### src/rtl/pattern_source_pkg.sv
// Shared types and constants for the pattern_source burst generator.
package pattern_source_pkg;

  typedef enum logic [1:0] {
    MODE_COUNT = 2'b00,
    MODE_LFSR  = 2'b01,
    MODE_CONST = 2'b10,
    MODE_WALK  = 2'b11
  } mode_e;

  typedef enum logic [1:0] {
    ST_IDLE = 2'b00,
    ST_RUN  = 2'b01,
    ST_DONE = 2'b10
  } state_e;

  // Feedback taps for x^8+x^6+x^5+x^4+1 in left-shift form: bits 7,5,4,3.
  localparam logic [7:0] LFSR_TAPS = 8'hB8;

  function automatic logic [7:0] rotl8(input logic [7:0] w);
    return {w[6:0], w[7]};
  endfunction

endpackage

### src/rtl/lfsr8.sv
// Combinational next-state of the 8-bit Fibonacci LFSR (maximal length, period 255).
module lfsr8
  import pattern_source_pkg::*;
(
  input  logic [7:0] cur,
  output logic [7:0] nxt
);

  assign nxt = {cur[6:0], ^(cur & LFSR_TAPS)};

endmodule

### src/rtl/pattern_source.sv
// Burst pattern generator: emits `length` words of a selected pattern, stallable,
// with every output registered so it can drive a chain input directly.
module pattern_source
  import pattern_source_pkg::*;
#(
  parameter int         LEN_W     = 16,
  parameter logic [7:0] LFSR_SEED = 8'hE1
) (
  input  logic             clk,
  input  logic             rst,
  input  logic             start,
  input  logic [1:0]       mode,
  input  logic [7:0]       seed,
  input  logic [LEN_W-1:0] length,
  input  logic             stall,
  output logic [7:0]       out,
  output logic             valid,
  output logic             busy,
  output logic             done,
  output logic [LEN_W-1:0] count
);

  state_e           state_q, state_d;
  mode_e            mode_q, mode_d;
  logic [LEN_W-1:0] len_q, len_d;
  logic [7:0]       gen_q, gen_d;     // next word to emit
  logic [7:0]       out_q, out_d;
  logic             valid_q, valid_d;
  logic             busy_q, busy_d;
  logic             done_q, done_d;
  logic [LEN_W-1:0] count_q, count_d;

  mode_e      in_mode, cur_mode;
  logic [7:0] first_w, emit_w, next_w, lfsr_nxt;
  logic       emit;

  assign in_mode = mode_e'(mode);

  lfsr8 u_lfsr (
    .cur (emit_w),
    .nxt (lfsr_nxt)
  );

  always_comb begin
    unique case (in_mode)
      MODE_LFSR: first_w = (seed == 8'h00) ? LFSR_SEED : seed;
      MODE_WALK: first_w = 8'h01;
      default:   first_w = seed;
    endcase
  end

  // In IDLE the start cycle itself can emit, so it works off the live inputs.
  assign cur_mode = (state_q == ST_IDLE) ? in_mode : mode_q;
  assign emit_w   = (state_q == ST_IDLE) ? first_w : gen_q;

  always_comb begin
    unique case (cur_mode)
      MODE_COUNT: next_w = emit_w + 8'd1;
      MODE_LFSR:  next_w = lfsr_nxt;
      MODE_CONST: next_w = emit_w;
      default:    next_w = rotl8(emit_w);
    endcase
  end

  always_comb begin
    state_d = state_q;
    mode_d  = mode_q;
    len_d   = len_q;
    gen_d   = gen_q;
    out_d   = out_q;
    count_d = count_q;
    valid_d = 1'b0;
    emit    = 1'b0;

    unique case (state_q)
      ST_IDLE: begin
        if (start) begin
          mode_d  = in_mode;
          len_d   = length;
          count_d = '0;
          gen_d   = first_w;
          if (length == '0) begin
            state_d = ST_DONE;
          end else begin
            state_d = ST_RUN;
            emit    = !stall;
          end
        end
      end
      ST_RUN: begin
        // Final word is already on out; leave on the cycle after it.
        if (count_q == len_q) state_d = ST_DONE;
        else                  emit    = !stall;
      end
      default: state_d = ST_IDLE;
    endcase

    if (emit) begin
      out_d   = emit_w;
      valid_d = 1'b1;
      gen_d   = next_w;
      count_d = ((state_q == ST_IDLE) ? '0 : count_q) + LEN_W'(1);
    end

    busy_d = (state_d != ST_IDLE);
    done_d = (state_d == ST_DONE);
  end

  always_ff @(posedge clk) begin
    if (rst) begin
      state_q <= ST_IDLE;
      mode_q  <= MODE_COUNT;
      len_q   <= '0;
      gen_q   <= 8'h00;
      out_q   <= 8'h00;
      valid_q <= 1'b0;
      busy_q  <= 1'b0;
      done_q  <= 1'b0;
      count_q <= '0;
    end else begin
      state_q <= state_d;
      mode_q  <= mode_d;
      len_q   <= len_d;
      gen_q   <= gen_d;
      out_q   <= out_d;
      valid_q <= valid_d;
      busy_q  <= busy_d;
      done_q  <= done_d;
      count_q <= count_d;
    end
  end

  assign out   = out_q;
  assign valid = valid_q;
  assign busy  = busy_q;
  assign done  = done_q;
  assign count = count_q;

endmodule

### config.mk
export PLATFORM = sky130hd
export DESIGN_NAME = pattern_source
export DESIGN_NICKNAME = d
export VERILOG_FILES = /design/src/rtl/pattern_source_pkg.sv /design/src/rtl/lfsr8.sv /design/src/rtl/pattern_source.sv
export SDC_FILE = /design/constraint.sdc
export NUM_CORES = 1
export LEC_CHECK = 0
export CORE_UTILIZATION = 59
export CTS_BUF_LIST = sky130_fd_sc_hd__clkbuf_4
export DETAILED_ROUTE_END_ITERATION = 8
export PLACE_DENSITY = 0.89
export RECOVER_POWER = 25
export SLEW_MARGIN = 10
export SYNTH_ARGS = -nofsm -noshare
export SYNTH_HDL_FRONTEND = slang
export SYNTH_SLANG_ARGS = --single-unit
### constraint.sdc
create_clock -name clk -period 4 [get_ports clk]
set_clock_uncertainty 0.2 [all_clocks]
set_input_delay 0.8 -clock clk [delete_from_list [all_inputs] [get_ports clk]]
set_output_delay 0.8 -clock clk [all_outputs]
set_load 0.01 [all_outputs]
# Yosys cells after proc, flatten, opt, wreduce, memory -nomap -nowiden
# Index checks and enable logic that the tools add are counted.
# W data, S select, Z words.
totals:
  elab_cells: 50
  reg_bits: 55
  output_inout_bits: 27
  in_bits: 30
classes:
  addsub: 2
  n_reduce_logical: 11
  eq_ne: 7
  muxes: 21
op_table:
  columns: ["operator", "count"]
  rows:
  - ["$mux W16", 4]
  - ["$mux W8", 5]
  - ["$pmux W8 S3", 1]
  - ["$add A16 B1 Y16 const B", 1]
  - ["$eq A16 B16 Y1", 1]
  - ["$logic_not A16 Y1", 1]
  - ["$pmux W8 S2", 1]
  - ["$add A8 B1 Y8 const B", 1]
  - ["$logic_not A8 Y1", 1]
  - ["$mux W2", 4]
  - ["$reduce_xor A8 Y1", 1]
  - ["$eq A2 B1 Y1 const B", 3]
  - ["$eq A2 B2 Y1 const B", 3]
  - ["$reduce_bool A2 Y1", 3]
  - ["$logic_not A2 Y1", 2]
  - ["$mux W1", 4]
  - ["$pmux W2 S2", 1]
  - ["$reduce_and A2 Y1", 2]
  - ["$pmux W1 S2", 1]
  - ["$logic_not A1 Y1", 1]

# Depth between registers and ports, before layout
logic_depth:
  ltp_word: 7
  ltp_mapped: 10
  depth_no_buf: 8

# Hierarchy
# From an unflattened synthesis, not the netlist that was laid out.
unflattened:
  cells_unflattened: 414
  hier_area_um2: 3248.1
modules_own_cells:
  columns: ["module", "cells_per_inst", "instances", "area_per_inst_um2", "seq_area_each_um2"]
  rows:
  - ["pattern_source", 404, 1, 3169.3, 1101.1]
  - ["lfsr8", 10, 1, 78.8, 0.0]

# Worst setup path before layout
# Ideal clock, no wire load.
synth_path:
  path_type: "input port to flip-flop"
  startpoint: "in mode[0]"
  endpoint: "reg gen_q[6]"
  setup_time_ps: 134
  slack_ps: 1181
  arrival_time_ps: 2485
  stages: 7
  path_cell_list: "buf_4 > or4b_4 > nor3_4 > a21oi_2 > or4_1 > a31oi_1 > a311oi_1"
synth_via:
  elab_chain_cells: 6
  elab_cells_between_ends: 13
  cone_classes: "1 x add/sub; 4 x eq/ne; 7 x mux; 1 x reduce/logical"
synth_rtl:
  columns: ["element", "line", "text"]
  rows:
  - ["start: declaration", "pattern_source.sv:12", "input logic [1:0] mode,"]
  - ["$eq A2 B2 Y1 or $eq A2 B1 Y1 (tied branches)", "pattern_source.sv:45", "unique case (in_mode)"]
  - ["$pmux W8 S2", "pattern_source.sv:45", null]
  - ["$mux W8", "pattern_source.sv:54", "assign emit_w = (state_q == ST_IDLE) ? first_w : gen_q;"]
  - ["$add A8 B1 Y8", "pattern_source.sv:58", "MODE_COUNT: next_w = emit_w + 8'd1;"]
  - ["$pmux W8 S3", "pattern_source.sv:57", "unique case (cur_mode)"]
  - ["$mux W8 (*)", "pattern_source.sv:98", "if (emit) begin"]
  - ["end signal: assignment", "pattern_source.sv:124", "gen_q <= gen_d;"]
  - ["end: declaration", "pattern_source.sv:26", "logic [7:0] gen_q, gen_d;"]
# Mark *: on every way between the ends. The rest lies on a longest branch, timed or not. The select of a mux whose other input is x is not followed.
# A chain may end at the register's enable or synchronous reset.

# Worst setup path after layout
# Same ends and word-level chain as after synthesis.

==> metrics.yaml <==
status:
  outcome: "finished, violations left"
  violations: "max-capacitance violations, max-slew violations"
critical_path:
  crit_path_end_kind: "flop"
  crit_type: "in -> reg"
  cp_cell_sequence: "clkdlybuf4s50_1, or4b_4, nor3_4, a21oi_2, or4_1, a31oi_1, a311oi_1"
  crit_fanout: 9
  max_stage_delay_ns: 0.68
  crit_path_start_kind: "input pin"
  crit_arrival_ns: 3.22
  required_ns: 3.97
  crit_slowest_cell: "clkdlybuf4s50_1"
synth:
  dominantRegCellSynth: "dfxtp_1"
  avgSynthCellArea_sq_um: 8.06
  synth_cells: 386
  synth_seq_cells: 55
  ys_types: 64
  async_reset_ff_frac: 0
  ys.warnings.count: 0
  syn_nets: 417
  syn-cell-area_sq_um: 3110
  ys_top_cells_by_area: "dfxtp_1 35%, nand2_1 8.1%, xor2_1 5.6%"
  yosysSeqAreaShare: 0.354
  synth-edff-count: 0
  synth_top_area_share: 0.354
  yosysTopAreaCell: "dfxtp_1"
die:
  dieHeight_um: 74.6
  top_level_ports: 57
  coreArea_sq_um: 5070
  rows: 26
  start_util: 0.613
  die_area_sq_um: 5560
  die_w_um: 74.6
routing:
  drtIter0Drc: 355
  via_per_inst: 6.31
  wl_per_cell_um: 16.1
  drc: 0
  vias: 3130
  dr.pass1.iters: 6
  routed_wl_um: 8010
  ant_nets: 0
power_and_ir_drop:
  peakVddDrop_mv: 0.185
  power_density_nw_per_um2: 327
  cellLeakagePower_nw: 1.42
sta:
  fin_tns_setup_ns: 0
  finalHoldViolCount: 0
  period_share: 0.813
  fmax_mhz: 308
  final_max_slew_viol_count: 58
  slew_headroom: -0.636
  rsz0062_at_grt: "false"
  setup_viol: 0
  tightest_slew_ns: 2.45
  min_period_ns: 3.25
global_route:
  grt_pass1_wl_um: 13000
  grt_pass1_vias: 2691
  overflow: 0
  antenna_found_initial: 0
  grt_max_degree: 58
  grtUsageTotal: 0.304
clock_tree:
  cts_max_level: 2
  clock-root-buffer: "clkbuf_4"
  tritoncts: "built"
  path_clk_slew_ns: 0.15
  cts_sinks: 55
  ctsResizeCount: 0
  post_cts_buffers: 0
  clockBufferDepth: 2
  postCtsHoldBufs: 0
  cts_made_buffers: 5
  clk_latency_ns: 0.38
placed_design:
  gp_congestion: 0.906
  portBuffers: 56
  dp_hpwl_um: 5700
  place_area_sq_um: 3630
finish:
  layout-drive-gt1-share: 0.0775
  n_antenna_cell: 0
  fin_nets: 456
  syn_to_final_growth_pct: 18.6
  nFillCells: 425
  fin_area_sq_um: 3690
job:
  drv_cap: 1
hold_path:
  worstHoldPathType: "reg -> reg"
==> critical path: cells and delay by family <==
kind,cells,cell delay (ns)
simple gates,3,1.34
buf+inv,1,0.68
compound gates,3,0.39
==> report_power, final <==
group / internal (mW) / switching (mW)
combinational: 0.139 / 0.192
clock: 0.0826 / 0.172
sequential: 0.587 / 0.0314
total: 0.808 / 0.396
==> worst paths after layout <==
path         endpoint  slack (ns)       start  cells past startpoint
min reg2reg  len_q[0]        0.28    len_q[0]                      2
min          len_q[0]        0.28    len_q[0]                      2
max reg2reg  count[7]        1.07  state_q[0]                      5
max          gen_q[6]        0.75     mode[0]                      7
==> Yosys cell counts (5+ instances only) <==
master	number
nand3_1	15
nor3_1	9
buf_2	9
mux2i_1	5
o21ai_0	6
a211oi_1	15
clkbuf_1	12
nor2_1	26
a31oi_1	6
a311oi_1	5
nand2_1	67
xor2_1	20
a21oi_1	34
and2_1	5
nor4_1	12
and3_1	7
dfxtp_1	55
or3_1	5
==> state kept, by name, summed over array words and instances, names as in the netlist, 2 cells and up <==
| name | flops |
|---|---|
| count | 16 |
| mode_q | 2 |
| state_q | 2 |
| gen_q | 8 |
| len_q | 16 |
| out | 8 |
==> cell type report <==
cell class                      count  area, sq um  share of cell area
Clock buffer                        7         52.6              0.0143
Clock inverter                      1         5.00             0.00136
Inverter                            3         11.3             0.00305
Multi-Input combinational cell    300         1840               0.500
Sequential cell                    55         1100               0.299
Tap cell                           70         87.6              0.0238
Timing Repair Buffer               60          584               0.159
==> layer usage <==
layer,part of all wire,GRT usage,vias to the layer above
li1,-,-,1490
met5,0,0,-
met1,0.46,0.447,1470
met3,0.070,0.0610,21
met4,0.018,0.0860,0
met2,0.45,0.449,149
==> cell families after synthesis <==
kind of cell,Yosys count,share of synthesized area
simple gates,163,0.259
compound gates,106,0.241
flops,55,0.354
buf+inv,31,0.0527
xor+xnor,22,0.0620
mux,8,0.0270
fa+ha+maj,1,0.00402
==> cell usage in the layout, fill, tap and decap left out, drive strengths merged, types with 4 or more instances in the layout <==
master / n
and2: 5
dlygate4sd3: 11
or3: 5
a21oi: 36
o21ai: 8
nor4: 12
clkdlybuf4s50: 44
a311oi: 5
buf: 4
dfxtp: 55
and3: 8
mux2i: 5
nor2: 27
xor2: 20
a31oi: 6
nand2: 67
nor3: 10
clkbuf: 8
a211oi: 16
nand3: 15
==> per-stage QoR <==
step / instances / total power [mW] / setup slack (ns) / util / hold slack (ns)
6_report: 496 / 1.20 / 0.748 / 0.726 / 0.277
5_1_grt: 496 / 1.27 / 0.541 / 0.726 / 0.298
4_1_cts: 496 / 1.21 / 0.824 / 0.727 / 0.280
3_5_place_dp: 488 / 0.958 / 0.392 / 0.715 / 0.261
3_3_place_gp: 488 / 0.952 / 0.466 / 0.715 / 0.253
2_1_floorplan: 386 / 0.853 / 1.18 / - / 0.246
(Power assumes the default switching activity.)
